File: src/rtl/masked_sbox_scheduler.sv
// rtl/masked_sbox_scheduler.sv - streams a two-share AES state bytewise through a shared masked S-box (option: SBOX_SCHED_ZEROIZE_EN)
module masked_sbox_scheduler #(
    parameter int NBYTES  = 16,
    parameter int LATENCY = 2,
    parameter int RND_W   = 8
) (
    input  logic                clk,
    input  logic                rst,
    input  logic                start,
    input  logic [8*NBYTES-1:0] state0_in,
    input  logic [8*NBYTES-1:0] state1_in,
    input  logic [RND_W-1:0]    rnd_in,
    input  logic                rnd_valid,
    output logic                rnd_ack,
    output logic [7:0]          sbox_in0,
    output logic [7:0]          sbox_in1,
    output logic [RND_W-1:0]    sbox_r,
    input  logic [7:0]          sbox_out0,
    input  logic [7:0]          sbox_out1,
    output logic [8*NBYTES-1:0] state0_out,
    output logic [8*NBYTES-1:0] state1_out,
    output logic                busy,
    output logic                done
);
    localparam int PW = $clog2(NBYTES + 1);

    typedef enum logic [1:0] {IDLE, FEED, DRAIN, DONE} state_t;

    state_t              state, state_next;
    logic [8*NBYTES-1:0] copy0, copy1;
    logic [PW-1:0]       issue_ptr, cap_ptr;
    logic [LATENCY-1:0]  vpipe;
    logic                issue, capture;
    logic [7:0]          byte0, byte1;
`ifndef SBOX_SCHED_ZEROIZE_EN
    logic [7:0]          last0, last1;
`endif

    // A byte is issued only when a fresh randomness word is present; the
    // tail of the valid pipe marks the cycle its S-box result arrives.
    assign issue   = (state == FEED) && rnd_valid;
    assign capture = vpipe[LATENCY-1];
    assign busy    = (state == FEED) || (state == DRAIN);
    assign done    = (state == DONE);

    // FSM state register
    always_ff @(posedge clk or posedge rst) begin
        if (rst) state <= IDLE;
        else     state <= state_next;
    end

    // FSM next-state: feed all bytes, wait for the pipe to drain, pulse done
    always_comb begin
        state_next = state;
        case (state)
            IDLE:  if (start) state_next = FEED;
            FEED:  if (issue && issue_ptr == PW'(NBYTES - 1)) state_next = DRAIN;
            DRAIN: if (capture && cap_ptr == PW'(NBYTES - 1)) state_next = DONE;
            DONE:  state_next = IDLE;
            default: state_next = IDLE;
        endcase
    end

    // Select the byte pair at issue_ptr; shares stay in separate muxes
    always_comb begin
        byte0 = '0;
        byte1 = '0;
        for (int i = 0; i < NBYTES; i++) begin
            if (issue_ptr == PW'(i)) begin
                byte0 = copy0[8*i +: 8];
                byte1 = copy1[8*i +: 8];
            end
        end
    end

    // S-box drive: issue cycles carry the byte; otherwise zero or held value
    always_comb begin
        rnd_ack = issue;
        sbox_r  = issue ? rnd_in : '0;
        if (issue) begin
            sbox_in0 = byte0;
            sbox_in1 = byte1;
`ifdef SBOX_SCHED_ZEROIZE_EN
        end else begin
            sbox_in0 = 8'h00;
            sbox_in1 = 8'h00;
        end
`else
        end else if (state == FEED) begin
            sbox_in0 = 8'h00;
            sbox_in1 = 8'h00;
        end else begin
            sbox_in0 = last0;
            sbox_in1 = last1;
        end
`endif
    end

    // Datapath: input copies, pointers, valid pipe and result capture
    always_ff @(posedge clk or posedge rst) begin
        if (rst) begin
            copy0      <= '0;
            copy1      <= '0;
            issue_ptr  <= '0;
            cap_ptr    <= '0;
            vpipe      <= '0;
            state0_out <= '0;
            state1_out <= '0;
`ifndef SBOX_SCHED_ZEROIZE_EN
            last0      <= '0;
            last1      <= '0;
`endif
        end else begin
            vpipe <= (vpipe << 1) | LATENCY'(issue);
            if (state == IDLE && start) begin
                copy0     <= state0_in;
                copy1     <= state1_in;
                issue_ptr <= '0;
                cap_ptr   <= '0;
            end
`ifdef SBOX_SCHED_ZEROIZE_EN
            if (state == DONE) begin
                copy0 <= '0;
                copy1 <= '0;
            end
`endif
            if (issue) begin
                issue_ptr <= issue_ptr + 1'b1;
`ifndef SBOX_SCHED_ZEROIZE_EN
                last0     <= byte0;
                last1     <= byte1;
`endif
            end
            if (capture) begin
                cap_ptr <= cap_ptr + 1'b1;
                for (int i = 0; i < NBYTES; i++) begin
                    if (cap_ptr == PW'(i)) begin
                        state0_out[8*i +: 8] <= sbox_out0;
                        state1_out[8*i +: 8] <= sbox_out1;
                    end
                end
            end
        end
    end
endmodule
File: config.mk
export PLATFORM = sky130hd
export DESIGN_NAME = masked_sbox_scheduler
export DESIGN_NICKNAME = d
export VERILOG_FILES = /design/src/rtl/masked_sbox_scheduler.sv
export SDC_FILE = /design/constraint.sdc
export NUM_CORES = 1
export LEC_CHECK = 0
export CORE_MARGIN = 3
export CORE_UTILIZATION = 45
export CTS_CLUSTER_SIZE = 28
export DETAILED_ROUTE_END_ITERATION = 6
export PLACE_DENSITY = 0.74
export SYNTH_ARGS = -nofsm -noshare
export SYNTH_HDL_FRONTEND = slang
export SYNTH_SLANG_ARGS = --single-unit
File: constraint.sdc
create_clock -name clk -period 31.4 [get_ports clk]
set_input_delay 6.28 -clock clk [delete_from_list [all_inputs] [get_ports clk]]
set_output_delay 6.28 -clock clk [all_outputs]
set_load 0.02 [all_outputs]
==> impl_metrics.ini <==
[clock_tree]
clockBufferDepth = 3
cts_sinks = 542
clk_pin_slew_ps = 60
cts.htree.levels = 2
cts_inserted_buffers = 55
cts_hold_buf = 0
cts_root_buf = clkbuf_16
clock_latency_ps = 600
cts_resized = 0
tritoncts = yes
postCtsSetupBuffers = 0

[synth]
synth_mux_area_share_pct = 12.4
synth_ff_type = dfrtp_1
synthSimpleGateAreaFrac_pct = 17.6
syn_inst = 2276
seq_area_frac_synth_pct = 57.5
synth_area_leaders = dfrtp_1, nand2_1, mux2_2, clkbuf_1, a21oi_1
synth-xor-area-share_pct = 0
synth_warnings = 0
async_flop_share_pct = 100
syn_avg_cell_area_um2 = 10.4
ys_ff_latch = 542
synth_edf_count = 0
synth-compound-area-share_pct = 8.47
yosys-top-cells-count = nand2_1, dfrtp_1, mux2_2, clkbuf_1, a21oi_1
synth_top_family_by_area = simple AND/OR/NAND/NOR gates
yosys.area_share.adder_pct = 0.795
yosysUniqueCellTypes = 76
synth_area_um2 = 23600
syn_nets = 2575
yosys.area.top_type_share_pct = 57.5
synth_most_common_cell = nand2_1
yosys.area.top_type = dfrtp_1

[critical_path]
max_stage_delay_ps = 660
startpoint_type = input pin
worstPathCellList = clkdlybuf4s50_1 -> nand2_1 -> buf_4 -> nor3_2 -> o221ai_1 -> a31oi_1 -> o32a_1 -> a21o_1 -> clkdlybuf4s50_1
cpMostUsedCell = clkdlybuf4s50_1
crit_path_end_kind = output port
crit_required_ps = 25120
cp_max_fo = 29
cp_slowest_cell = nor3_2
path_class = input pin to output port
worstPathArrival_ps = 9530

[place]
placedInstanceArea_um2 = 29700
io_buffers = 566
dp_hpwl_mm = 59.5
gp_congestion = 0.886

[timing]
rsz0062_at_grt = no
finClkSkew_ps = 17.4
finalMaxSlewViolations = 0
slew_headroom_pct = 20.2
clock.fmax_mhz = 63.3
min_period_ps = 15810
worst_pin_slew_ps = 1190
finalSetupViolations = 0
setup_tns_ps = 0
post-route-period-util_pct = 50.3
hold_viol = 0

[global_routing]
grt_pass1_vias = 19500
grt_max_degree = 224
overflow = 0
grt_use_total_pct = 28.8
grt_pass1_wl_mm = 123
antenna_found_initial = 17

[cells_and_area]
area_growth_pct = 34.2
postLayoutCellArea_um2 = 31700
nets = 3067
drive_above_1_share_pct = 14.5

[die]
start_util_pct = 45.7
rows = 83
core_um2 = 51600
io_pins = 567
die-height_um = 235
chipWidth_um = 235
die_area_um2 = 55200

[outcome]
outcome = complete, no violations

[flow_run]
maxCapViolCount = 0

[detailed_routing]
vias_per_cell = 5.55
drt_iter0_drc = 1656
drc = 0
dr.pass1.iters = 7
ant_nets = 0
drt_wl_total_mm = 81.9
vias = 19400
post_drt_wl_per_cell_um = 23.4

[hold_path]
hp-class = flop to flop

[power_and_ir_drop]
leakagePower_nw = 14.6
power_density_nw_per_um2 = 89.3
peakVddDrop_mv = 0.0453
placed cells by master, fill, tap and decap left out, types with 5 or more instances in the layout:
cell type | netlist | final
mux2_2 | 257 | 257
buf_4 | 2 | 20
nand4_1 | 9 | 9
nor2_1 | 41 | 37
a22oi_1 | 12 | 12
nand2b_1 | 13 | 13
clkdlybuf4s50_1 | 0 | 566
a21o_1 | 12 | 12
o22ai_1 | 20 | 20
o211ai_1 | 8 | 8
and3_1 | 11 | 11
o2111ai_1 | 9 | 9
clkinv_2 | 0 | 12
nor3_1 | 7 | 5
inv_1 | 32 | 31
clkbuf_1 | 115 | 10
a221oi_1 | 14 | 14
nand3_1 | 27 | 27
a211o_1 | 12 | 12
o21ai_1 | 8 | 8
dfrtp_1 | 542 | 542
a31oi_1 | 8 | 8
o21ai_0 | 52 | 52
bufinv_16 | 0 | 8
a22o_1 | 5 | 5
nand2_1 | 800 | 799
ha_1 | 15 | 14
clkbuf_8 | 0 | 9
a21oi_1 | 57 | 57
diode_2 | 0 | 10
nor2_2 | 6 | 10
clkbuf_16 | 0 | 56
nor2b_1 | 22 | 22
o221ai_1 | 17 | 17
a32oi_1 | 13 | 13
report_power, final:
group	internal, mW	switching (mW)	total [mW]
clock network	0.415	0.282	0.696
logic	0.427	0.592	1.02
registers	0.949	0.161	1.11
total	1.79	1.04	2.83
area by class of cell:
| type | count | area [µm²] |
|---|---|---|
| clock inverter | 26 | 360 |
| multi-input combinational | 1546 | 9290 |
| clock buffer | 75 | 1560 |
| tap | 680 | 851 |
| antenna | 10 | 25.0 |
| inverter | 34 | 135 |
| fill | 4246 | 19900 |
| sequential | 542 | 13600 |
| timing repair buffer | 589 | 5880 |
metal layers:
| layer | track usage (%) | share of wire, % | wire (µm) | vias to the layer above |
|---|---|---|---|---|
| li1 | - | - | - | 8687 |
| met3 | 7.00 | 8.2 | 6720 | 181 |
| met2 | 47.8 | 48 | 39600 | 866 |
| met5 | 0 | 0.098 | 80 | - |
| met1 | 36.1 | 39 | 31800 | 9701 |
| met4 | 11.9 | 4.5 | 3680 | 14 |
metrics by stage:
| stage | util (%) | cells | power, mW | setup slack, ps | hold slack [ps] |
|---|---|---|---|---|---|
| floorplan | - | 2276 | 1.65 | 9970 | 331 |
| global placement | 57.6 | 3391 | 2.09 | 15780 | 344 |
| detailed placement | 57.6 | 3391 | 2.13 | 15740 | 339 |
| CTS | 61.3 | 3492 | 2.83 | 15730 | 334 |
| global route | 61.4 | 3502 | 2.96 | 15600 | 342 |
| finish | 61.4 | 3502 | 2.83 | 15590 | 339 |
state kept, by name, summed over array words and instances, names as in the netlist:
name,cells
cap_ptr,5
state0_out,128
copy1,128
copy0,128
state,2
vpipe,2
last1,8
state1_out,128
issue_ptr,5
last0,8
critical path, delay by kind of cell:
kind	cells	cell delay [ps]
buffers and inverters	3	1530
AND/OR/NAND/NOR	2	750
AO/OA/AOI/OAI	4	930
cells by family after synthesis:
group,count (synthesis)
compound gates,289
fa+ha+maj,15
buf+inv,188
flops,542
mux,259
simple gates,983
path summary, 6_finish.rpt:
path                                   to  slack (ps)    startpoint  depth (start not counted)
hold reg to reg                  vpipe[1]         340      vpipe[0]                          0
min in group asynchronous        copy0[0]        6230           rst                          2
setup reg to reg                 last1[1]       27500  issue_ptr[0]                          9
setup / recovery              sbox_in1[3]       15590     rnd_valid                          9
hold / removal                   vpipe[1]         340      vpipe[0]                          0
max in group asynchronous  state1_out[69]       22820           rst                          4
Note: power is estimated with default switching activity, not from simulation.
